<file path="src/rtl/reg_rot_seq.sv">
`default_nettype none
// ============================================================================
// reg_rot_seq : write-port sequencer for a three-entry register bank
// Rev 1.0     : LOAD / SWAP / ROTL / ROTR via private temp register
// ============================================================================
module reg_rot_seq #(
  parameter int unsigned      WIDTH = 8,
  parameter logic [WIDTH-1:0] INIT0 = WIDTH'(1),
  parameter logic [WIDTH-1:0] INIT1 = WIDTH'(0),
  parameter logic [WIDTH-1:0] INIT2 = WIDTH'(1)
) (
  input  logic             clk,
  input  logic             reset,
  input  logic             cmd_valid,
  output logic             cmd_ready,
  input  logic [1:0]       cmd_op,
  input  logic [1:0]       cmd_idx,
  input  logic [WIDTH-1:0] cmd_data,
  output logic [WIDTH-1:0] q0,
  output logic [WIDTH-1:0] q1,
  output logic [WIDTH-1:0] q2,
  output logic             busy,
  output logic             done,
  output logic             err
);

  localparam logic [1:0] C_OP_LOAD = 2'b00;
  localparam logic [1:0] C_OP_SWAP = 2'b01;
  localparam logic [1:0] C_OP_ROTL = 2'b10;
  localparam logic [1:0] C_OP_ROTR = 2'b11;
  localparam logic [1:0] C_IDX_BAD = 2'd3;

  typedef enum logic [1:0] {
    S_IDLE = 2'd0,
    S_M1   = 2'd1,
    S_M2   = 2'd2,
    S_M3   = 2'd3
  } state_t;

  state_t           state_q, state_d;
  logic [1:0]       op_q, op_d;
  logic [1:0]       idx_q, idx_d;
  logic [1:0]       ptn_q, ptn_d;
  logic [WIDTH-1:0] tmp_q, tmp_d;
  logic [WIDTH-1:0] bank_q [3];
  logic             done_q, done_d;
  logic             err_q, err_d;

  // Single bank write port: every move funnels through these three signals.
  logic             w_wr_en;
  logic [1:0]       w_wr_sel;
  logic [WIDTH-1:0] w_wr_data;

  logic w_accept;
  assign w_accept = cmd_valid && (state_q == S_IDLE);

  always_comb begin
    state_d   = state_q;
    op_d      = op_q;
    idx_d     = idx_q;
    ptn_d     = ptn_q;
    tmp_d     = tmp_q;
    done_d    = 1'b0;
    err_d     = 1'b0;
    w_wr_en   = 1'b0;
    w_wr_sel  = 2'd0;
    w_wr_data = '0;

    case (state_q)
      S_IDLE: begin
        if (w_accept) begin
          op_d  = cmd_op;
          idx_d = cmd_idx;
          ptn_d = (cmd_idx == 2'd2) ? 2'd0 : cmd_idx + 2'd1;
          case (cmd_op)
            C_OP_LOAD: begin
              done_d = 1'b1;
              if (cmd_idx == C_IDX_BAD) begin
                err_d = 1'b1;
              end else begin
                w_wr_en   = 1'b1;
                w_wr_sel  = cmd_idx;
                w_wr_data = cmd_data;
              end
            end
            C_OP_SWAP: begin
              if (cmd_idx == C_IDX_BAD) begin
                done_d = 1'b1;
                err_d  = 1'b1;
              end else begin
                tmp_d   = bank_q[cmd_idx];
                state_d = S_M1;
              end
            end
            C_OP_ROTL: begin
              tmp_d   = bank_q[0];
              state_d = S_M1;
            end
            default: begin
              tmp_d   = bank_q[2];
              state_d = S_M1;
            end
          endcase
        end
      end

      S_M1: begin
        w_wr_en = 1'b1;
        state_d = S_M2;
        case (op_q)
          C_OP_SWAP: begin
            w_wr_sel  = idx_q;
            w_wr_data = bank_q[ptn_q];
          end
          C_OP_ROTL: begin
            w_wr_sel  = 2'd0;
            w_wr_data = bank_q[1];
          end
          C_OP_ROTR: begin
            w_wr_sel  = 2'd2;
            w_wr_data = bank_q[1];
          end
          default: begin
            w_wr_en = 1'b0;
            state_d = S_IDLE;
          end
        endcase
      end

      S_M2: begin
        w_wr_en = 1'b1;
        case (op_q)
          C_OP_SWAP: begin
            w_wr_sel  = ptn_q;
            w_wr_data = tmp_q;
            done_d    = 1'b1;
            state_d   = S_IDLE;
          end
          C_OP_ROTL: begin
            w_wr_sel  = 2'd1;
            w_wr_data = bank_q[2];
            state_d   = S_M3;
          end
          C_OP_ROTR: begin
            w_wr_sel  = 2'd1;
            w_wr_data = bank_q[0];
            state_d   = S_M3;
          end
          default: begin
            w_wr_en = 1'b0;
            state_d = S_IDLE;
          end
        endcase
      end

      S_M3: begin
        state_d = S_IDLE;
        if (op_q == C_OP_ROTL || op_q == C_OP_ROTR) begin
          w_wr_en   = 1'b1;
          w_wr_sel  = (op_q == C_OP_ROTL) ? 2'd2 : 2'd0;
          w_wr_data = tmp_q;
          done_d    = 1'b1;
        end
      end

      default: state_d = S_IDLE;
    endcase
  end

  // Reset has priority over any accept, and aborts an in-flight sequence silently.
  always_ff @(posedge clk) begin
    if (reset) begin
      state_q   <= S_IDLE;
      op_q      <= C_OP_LOAD;
      idx_q     <= 2'd0;
      ptn_q     <= 2'd0;
      tmp_q     <= '0;
      bank_q[0] <= INIT0;
      bank_q[1] <= INIT1;
      bank_q[2] <= INIT2;
      done_q    <= 1'b0;
      err_q     <= 1'b0;
    end else begin
      state_q <= state_d;
      op_q    <= op_d;
      idx_q   <= idx_d;
      ptn_q   <= ptn_d;
      tmp_q   <= tmp_d;
      done_q  <= done_d;
      err_q   <= err_d;
      if (w_wr_en) begin
        bank_q[w_wr_sel] <= w_wr_data;
      end
    end
  end

  assign cmd_ready = (state_q == S_IDLE);
  assign busy      = !cmd_ready;
  assign done      = done_q;
  assign err       = err_q;
  assign q0        = bank_q[0];
  assign q1        = bank_q[1];
  assign q2        = bank_q[2];

endmodule
`default_nettype wire

</file>
<file path="config.mk">
export PLATFORM = sky130hd
export DESIGN_NAME = reg_rot_seq
export DESIGN_NICKNAME = d
export VERILOG_FILES = /design/src/rtl/reg_rot_seq.sv
export SDC_FILE = /design/constraint.sdc
export NUM_CORES = 1
export LEC_CHECK = 0
export BUFFER_PORTS_ARGS = -buffer_cell sky130_fd_sc_hd__buf_2
export CAP_MARGIN = 10
export CORE_MARGIN = 1.5
export CORE_UTILIZATION = 35
export DETAILED_ROUTE_END_ITERATION = 16
export PLACE_DENSITY = 0.5
export SLEW_MARGIN = 20
export SYNTH_ARGS = -nofsm -noshare
export SYNTH_HDL_FRONTEND = slang
export SYNTH_SLANG_ARGS = --single-unit
</file>
<file path="constraint.sdc">
create_clock -name clk -period 6.2 [get_ports clk]
set_input_delay 0 -clock clk [delete_from_list [all_inputs] [get_ports clk]]
set_output_delay 0 -clock clk [all_outputs]
set_load 0.01 [all_outputs]
</file>
== Yosys cells after proc, flatten, opt, wreduce, memory -nomap -nowiden ==
Memory sizes are Yosys's and may differ from the RTL's. A register that Yosys moved wholly into a read port is not among the register bits.
Index checks and enable logic that the tools add are counted.
W data, S select, Z words.
Cells by class
  multiply operators: 0
  add/subtract/negate cells: 1
  shift operators: 0
  order comparisons: 0
  equality and inequality tests: 14
  divide/modulo/power cells: 0
  mux-type cells: 45
  reduce and logical (&&, ||, !) cells: 14
  bitwise gates (word level): 4
Operators by type and width (count)
  $mux W8: 6
  $pmux W8 S3: 2
  $pmux W8 S4: 1
  $mux W2: 13
  $pmux W2 S4: 2
  $pmux W8 S2: 1
  $eq A2 B2 Y1 const B: 7
  $mux W1: 14
  $pmux W2 S2: 3
  $reduce_or A8 Y1: 1
  $eq A2 B1 Y1 const B: 3
  $pmux W1 S3: 2
  $reduce_or A2 Y1: 3
  $logic_not A2 Y1: 2
  $ne A2 B2 Y1 const B: 2
  $not A1 Y1: 4
  $reduce_and A4 Y1: 1
  $reduce_or A4 Y1: 1
  $ne A3 B3 Y1 const B: 1
  $reduce_and A3 Y1: 1
  $reduce_or A3 Y1: 1
  $add A2 B1 Y2 const B: 1
  $ne A2 B1 Y1 const B: 1
  $pmux W1 S2: 1
  other kinds (4): 4
Storage, ports and cells
  output and inout port bits: 28
  register bits: 18
  RAM bits: 24
  memories: 1
  bits in read-only memories: 0
  bits in latches: 0
Memories
  bank_q: words 3, width 8, rd ports 5, clocked after memory_dff 1, write ports 3, RTL line 45  | logic [WIDTH-1:0] bank_q [3];

== Longest topological paths before layout ==
Gate-level depths: netlist (run 1).
  depth after elaboration: 10
  gate-level depth with buffers: 8
  gate-level depth less buffers: 7

== Worst setup path after synthesis (run 1) ==
Ideal clock, no wire load.
  path type: reg-to-reg
  from: register state_q[0]
  to: memory bank_q[3][0], enable pin
  stages on the path, launching flop included: 7
  setup slack: 3.835 ns
  arrival: 1.982 ns
  data required time: 5.817 ns
  cell sequence: dfxtp_1 inv_1 ha_1 nand4_1 o32ai_1 a31oi_4 nor3_1
RTL lines
  start, declared: RTL line 40  | state_t state_q, state_d;
  start signal, assigned: RTL line 184  | state_q <= state_d;
  end, declared: RTL line 45

==> summary.md, run 1 <==
| Metric | Value |
|---|---|
| Max-capacitance violation count | `0` |
| Min-delay src | `cmd_data[7]` |
| Leak Pwr | `1.286 nW` |
| CTS resizes | `0` |
| Tot Pwr | `0.7282 mW` |
| Complex-gate fraction of the synthesized area | `19.17%` |
| Max-slew violations | `0` |
| Syn_nets | `350` |
| Largest family of logic cells by synthesized area | `compound AO/OA/AOI/OAI gates` |
| First-pass GRT wire length | `14,260 µm` |
| Initial DRT Pass Iterations | `4` |
| Clock Skew | `0.01154 ns` |
| Clk_lat worst skew | `0.31 ns` |
| Worst VDD drop | `0.00009818 V` |
| Critical path type | `reg2reg` |
| Hold Violations, Final | `0` |
| Vias in the first global route | `2,421` |
| Most frequent cells in the layout | `54 x nand2_1, 42 x buf_2, 32 x edfxtp_1` |
| RSZ-0062 raised after global routing | `no` |
| GRT Total Usage | `19.12%` |
| FF-to-FF path depth | `7` |
| Fin crit period | `3.049 ns` |
| Critical path arrival | `3.03 ns` |
| Die ar. | `9569 µm²` |
| Slew HR | `32.66%` |
| R2r setup slk | `3.15 ns` |
| Synth Area in XOR/XNOR | `0%` |
| # setup viols final | `0` |
| Net Sw Frac | `30.17%` |
| Share of layout cells above drive strength 1 | `24.58%` |
| Adder-Cell Fraction of Synth Area | `3.181%` |
| Gate Count Post-Synth | `327` |
| Slowest CP cell | `or3b_1` |
| Synth Area in Simple Gates | `17.73%` |
| Gate power share | `16.0%` |
| Worst r2r src | `state_q[0]` |
| DR vias/cell | `5.444` |
| Hold path depth | `3` |
| I/O Pins | `43` |
| Clk sink count | `52` |
| Multi-input logic area | `1627 µm²` |
| CTS clk-pin slew, worst paths | `0.11 ns` |
| H-tree Lvls | `2` |
| Net switching power | `0.2197 mW` |
| Unique masters post-synth | `40` |
| Detailed Route Iter0 Violations | `153` |
| Crit path cell chain | `inv_1 > ha_1 > nand4_1 > o221ai_1 > nand2b_1 > or3b_1 > nand2b_1` |
| RePlAce Congestion | `0.7910` |
| Synthesized flop and latch total | `52` |
| Class of the worst hold path | `in2reg` |
| Clock root buffer | `clkbuf_8` |
| Synth-to-layout area growth | `11.65%` |
| Most common cell after layout, fill and taps aside | `nand2_1` |
| TritonCTS clock tree | `done` |
| Placement Rows | `34` |
| CTS Buffer Depth | `2` |
| Final worst path period share | `49.18%` |
| Register area share after synthesis | `43.26%` |
| Routed WL | `9053 µm` |
| Drt wl/cell | `19.43 µm` |
| CTS Buf Count | `5` |
| Startpoint type of the worst setup path | `flip-flop` |
| Post-Syn Area | `3147 µm²` |
| DR vias | `2,537` |
| Core area | `8721 µm²` |
| Critical Path RT | `6.18 ns` |
| Final-stage net count | `380` |
| Detail Route Antenna Nets | `0` |
| Most common cell type on the critical path | `nand2b_1` |
| Setup TNS | `0 ns` |
| CP Max Fanout | `16` |
| Avg Cell Area, Syn | `9.623 µm²` |
| Mux contribution to synthesized area | `11.45%` |
| Clock group share of total power | `28.8%` |
| Yosys synthesis warning count | `0` |
| Die H | `97.82 µm` |
| Largest net degree at the start of global routing | `25` |
| Slew @ Worst Pin | `1.009 ns` |
| Fmax | `328.0 MHz` |
| Register area | `1361 µm²` |
| Die width | `97.82 µm` |
| I/O Buffers | `42` |
| Starting density of the core | `36.08%` |
| Max incr delay on CP | `0.56 ns` |
| Sequential power share | `55.3%` |
| Crit end category | `flip-flop` |
| Final HPWL DP | `6993 µm` |
| # DRC | `0` |
| Outcome | `finished, final reports clean` |
| Diode count | `0` |
| CP startpoint | `state_q[0]` |
| Pint | `0.5085 mW` |
| Layout filler cell count | `854` |
| Initial antenna violation count | `0` |
| Cell area power density | `207.3 nW/µm²` |
| GR Overflow Total | `0` |
path summary, 6_finish.rpt:
path                       end
hold / removal    bank_q[3][7]
setup reg to reg  bank_q[1][4]
hold reg to reg       tmp_q[2]
setup / recovery  bank_q[1][4]
logic make-up after synthesis:
family	Yosys count
AND/OR/NAND/NOR	117
AO/OA/AOI/OAI	87
flip-flops	52
buffers and inverters	38
multiplexers	25
adder cells (fa/ha/maj)	8
worst max-delay path: cells and delay by family, from the launching register on:
kind / cells / cell delay, ns
flops: 1 / 0.35
buf+inv: 1 / 0.12
compound gates: 1 / 0.31
fa+ha+maj: 1 / 0.55
simple gates: 4 / 1.36
through the flow:
step / cells / hold slack (ns) / util, % / cell area (µm²) / setup slack (ns)
floorplan: 327 / 0.1360 / - / 3147 / 3.835
global placement: 456 / 0.2797 / 38.92 / 3395 / 3.236
detailed placement: 456 / 0.2868 / 38.92 / 3395 / 3.037
CTS: 466 / 0.03962 / 40.23 / 3508 / 3.029
global route: 466 / 0.04315 / 40.29 / 3513 / 2.820
finish: 466 / 0.04707 / 40.29 / 3513 / 3.151
layout make-up:
class                           count  share of cell area, %
Sequential cell                    52                  38.75
Timing Repair Buffer               44                  6.553
Multi-Input combinational cell    237                  46.30
Clock inverter                      3                 0.7123
Clock buffer                        5                  1.959
Tap cell                          108                  3.846
Inverter                           17                  1.887
synthesized netlist by cell type:
library cell / count / area (µm²)
nand2_1: 54 / 202.7
edfxtp_1: 32 / 960.9
a21oi_1: 27 / 135.1
o21ai_0: 22 / 110.1
dfxtp_1: 20 / 400.4
nor2_1: 19 / 71.32
inv_1: 16 / 60.06
clkbuf_1: 13 / 48.80
mux2i_1: 9 / 90.09
nor2_2: 9 / 56.30
nor2b_1: 9 / 56.30
o221ai_1: 9 / 78.83
a221oi_2: 8 / 120.1
a31oi_1: 8 / 50.05
ha_1: 8 / 100.1
mux2_2: 8 / 90.09
mux4_2: 8 / 180.2
nand2b_1: 7 / 43.79
buf_2: 6 / 30.03
nor3_1: 5 / 25.02
o21ai_1: 5 / 25.02
and2_1: 3 / 18.77
nand3b_1: 3 / 22.52
a211oi_1: 2 / 15.01
nand3_1: 2 / 10.01
a211o_1: 1 / 8.760
a211oi_2: 1 / 12.51
a21o_1: 1 / 7.510
a31oi_4: 1 / 21.27
a32o_1: 1 / 10.01
and2_0: 1 / 6.260
and3b_1: 1 / 8.760
buf_4: 1 / 7.510
buf_6: 1 / 11.26
inv_4: 1 / 6.260
nand4_1: 1 / 6.260
nor4b_2: 1 / 15.01
o32ai_1: 1 / 8.760
or3_1: 1 / 6.260
or3b_1: 1 / 8.760
power groups by stage:
| stage | combinational (mW) | sequential (mW) | clock (mW) |
|---|---|---|---|
| after CTS | 0.117 | 0.402 | 0.217 |
| after global placement | 0.114 | 0.410 | 0 |
| after floorplan | 0.0859 | 0.399 | 0 |
| after global routing | 0.128 | 0.405 | 0.230 |
| final | 0.116 | 0.402 | 0.209 |
| after detailed placement | 0.115 | 0.410 | 0 |
routing by layer:
layer / global-route usage (%) / routed length, µm
met4: 4.835 / 126
met5: 0 / 0
met2: 28.65 / 3977
met3: 2.863 / 586
met1: 28.85 / 4363
timing repair:
| item | 4_1_cts | 5_1_grt |
|---|---|---|
| buffers inserted | 0 | 0 |
| hold endpoints to repair | 2 | 0 |
| hold buffers | 2 | 0 |
registers in the layout (all words and copies together), names as in the netlist, named ones only:
register,flops
idx_q,2
op_q,2
state_q,2
ptn_q,2
err,1
tmp_q,8
bank_q,32
done,1
Power figures use the tool's default switching activity.
==> run 2, diff against run 1 <==
==> constraint.sdc (replaced) <==
create_clock -name clk -period 3.1 [get_ports clk]
set_input_delay 0 -clock clk [delete_from_list [all_inputs] [get_ports clk]]
set_output_delay 0 -clock clk [all_outputs]
set_load 0.01 [all_outputs]
==> run 2 against run 1 <==
Hold slack got worse by 0.0080 ns. Largest power group unchanged. Total power rose by 100%. Combinational power rose by 100%. Largest cell class unchanged. Clock power rose by 110%. Core utilization rose by 0.32 points.
==> summary.md, run 2 (synthesized netlist as in run 1, its figures left out) <==
| Metric | Value |
|---|---|
| Critical Path RT | `3.09 ns` |
| Routed WL | `8555 µm` |
| Clock group share of total power | `29.3%` |
| Clk_lat worst skew | `0.32 ns` |
| Net Sw Frac | `30.30%` |
| Final WS setup | `0.5222 ns` |
| CP bufs+invs | `1` |
| Synth-to-layout area growth | `12.52%` |
| Worst VDD drop | `0.0001867 V` |
| Final HPWL DP | `6597 µm` |
| First-pass GRT wire length | `13,810 µm` |
| Net switching power | `0.4440 mW` |
| Detail Route Antenna Nets | `0` |
| Slew @ Worst Pin | `0.9763 ns` |
| Diode count | `0` |
| H-tree Lvls | `2` |
| Share of layout cells above drive strength 1 | `25.14%` |
| CTS resizes | `0` |
| Setup TNS | `0 ns` |
| Starting density of the core | `36.08%` |
| Register area | `1361 µm²` |
| Most frequent cells in the layout | `54 x nand2_1, 42 x buf_2, 32 x edfxtp_1` |
| Max-capacitance violation count | `0` |
| Critical path arrival | `2.57 ns` |
| DR vias/cell | `5.366` |
| Max-slew violations | `0` |
| Pint | `1.021 mW` |
| Cell area power density | `413.8 nW/µm²` |
| Crit end category | `flip-flop` |
| DR vias | `2,522` |
| GRT Total Usage | `18.34%` |
| Hold Violations, Final | `0` |
| Clock root buffer | `clkbuf_8` |
| Sequential power share | `54.8%` |
| Util after Layout | `40.60%` |
| Cell family with most CP delay | `simple AND/OR/NAND/NOR gates` |
| Most flops, register | `bank_q` |
| Hold buffers post-CTS | `2` |
| Initial DRT Pass Iterations | `5` |
| RSZ-0062 raised after global routing | `no` |
| Most common cell after layout, fill and taps aside | `nand2_1` |
| TritonCTS clock tree | `done` |
| Die H | `97.82 µm` |
| Gate power share | `15.9%` |
| Clk sink count | `52` |
| RePlAce Congestion | `0.8255` |
| Slowest CP cell | `nor4b_2` |
| Final-stage net count | `384` |
| Clock Skew | `0.01056 ns` |
| Largest regs | `bank_q: 32 flops, tmp_q: 8 flops` |
| Most common cell type on the critical path | `nand2b_1` |
| # setup viols final | `0` |
| Placement Setup Slack | `0.5472 ns` |
| I/O Pins | `43` |
| GR Overflow Total | `0` |
| Crit path cell chain | `inv_1 > ha_1 > nand4_1 > o221ai_1 > nor4b_2 > nand2b_1 > nand2b_1` |
| CP Max Fanout | `8` |
| Vias in the first global route | `2,396` |
| Fin crit period | `2.578 ns` |
| Placement Rows | `34` |
| Class of the worst hold path | `in2reg` |
| Core area | `8721 µm²` |
| Initial antenna violation count | `0` |
| Slew HR | `34.82%` |
| Fmax | `387.9 MHz` |
| Layout filler cell count | `850` |
| Critical path type | `reg2reg` |
| Die width | `97.82 µm` |
| Max FFs per register | `32` |
| Detailed Route Iter0 Violations | `237` |
| Drt wl/cell | `18.20 µm` |
| I/O Buffers | `42` |
| Startpoint type of the worst setup path | `flip-flop` |
| Final worst path period share | `83.16%` |
| Max incr delay on CP | `0.39 ns` |
| # DRC | `0` |
| CTS clk-pin slew, worst paths | `0.11 ns` |
| Outcome | `finished, final reports clean` |
| Postcts setup bufs | `0` |
| CTS Buffer Depth | `2` |
| Largest net degree at the start of global routing | `25` |
| Leak Pwr | `1.306 nW` |
| Die ar. | `9569 µm²` |
| Multi-input logic area | `1622 µm²` |
| CTS Buf Count | `5` |
## run 2: cell count changes in the layout (fill, tap and decap cells not counted), sizes merged
| cell | delta |
|---|---|
| buf | +4 |
| clkinv | +1 |
| inv | -1 |
## run 2: path summary, 6_finish.rpt
check / startpoint / depth (start not counted) / endpoint / slack, ns
setup reg to reg: state_q[0] / 7 / bank_q[2][4] / 0.52
hold / removal: cmd_data[1] / 3 / bank_q[3][1] / 0.04
setup / recovery: state_q[0] / 7 / bank_q[2][4] / 0.52
hold reg to reg: tmp_q[2] / 2 / tmp_q[2] / 0.46
## run 2: power by group through the flow
stage	clock network (mW)	logic, mW	registers (mW)
4_1_cts	0.437	0.233	0.803
3_3_place_gp	0	0.231	0.819
6_report	0.429	0.233	0.804
5_1_grt	0.464	0.260	0.809
2_1_floorplan	0	0.172	0.798
3_5_place_dp	0	0.231	0.818
## run 2: per-layer routing
| layer | up-vias | share of wire, % | track usage, % |
|---|---|---|---|
| met5 | - | 0 | 0 |
| met2 | 67 | 45 | 26.79 |
| li1 | 1251 | - | - |
| met1 | 1198 | 50 | 28.09 |
| met4 | 0 | 0.76 | 4.286 |
| met3 | 6 | 4.5 | 3.293 |
## run 2: per-stage QoR
stage	instances	power [mW]	instance area [µm²]	hold slack, ns
after floorplan	327	0.9699	3147	0.1360
after global placement	460	1.050	3425	0.2756
after detailed placement	460	1.049	3425	0.2766
after CTS	470	1.473	3541	0.02614
after global routing	470	1.532	3541	0.03196
final	470	1.465	3541	0.03906
## run 2: area by class of cell
class,count,area share [%]
flip-flops and latches,52,38.45
multi-input cells,237,45.80
well taps,108,3.816
clock buffers,5,1.943
inverters,17,1.873
repair buffers,48,7.350
clock inverters,3,0.7774
## run 2: tightest hold or removal path: stages
cell	delay [ns]
buf_2	0.08
a221oi_2	0.10
inv_1	0.06
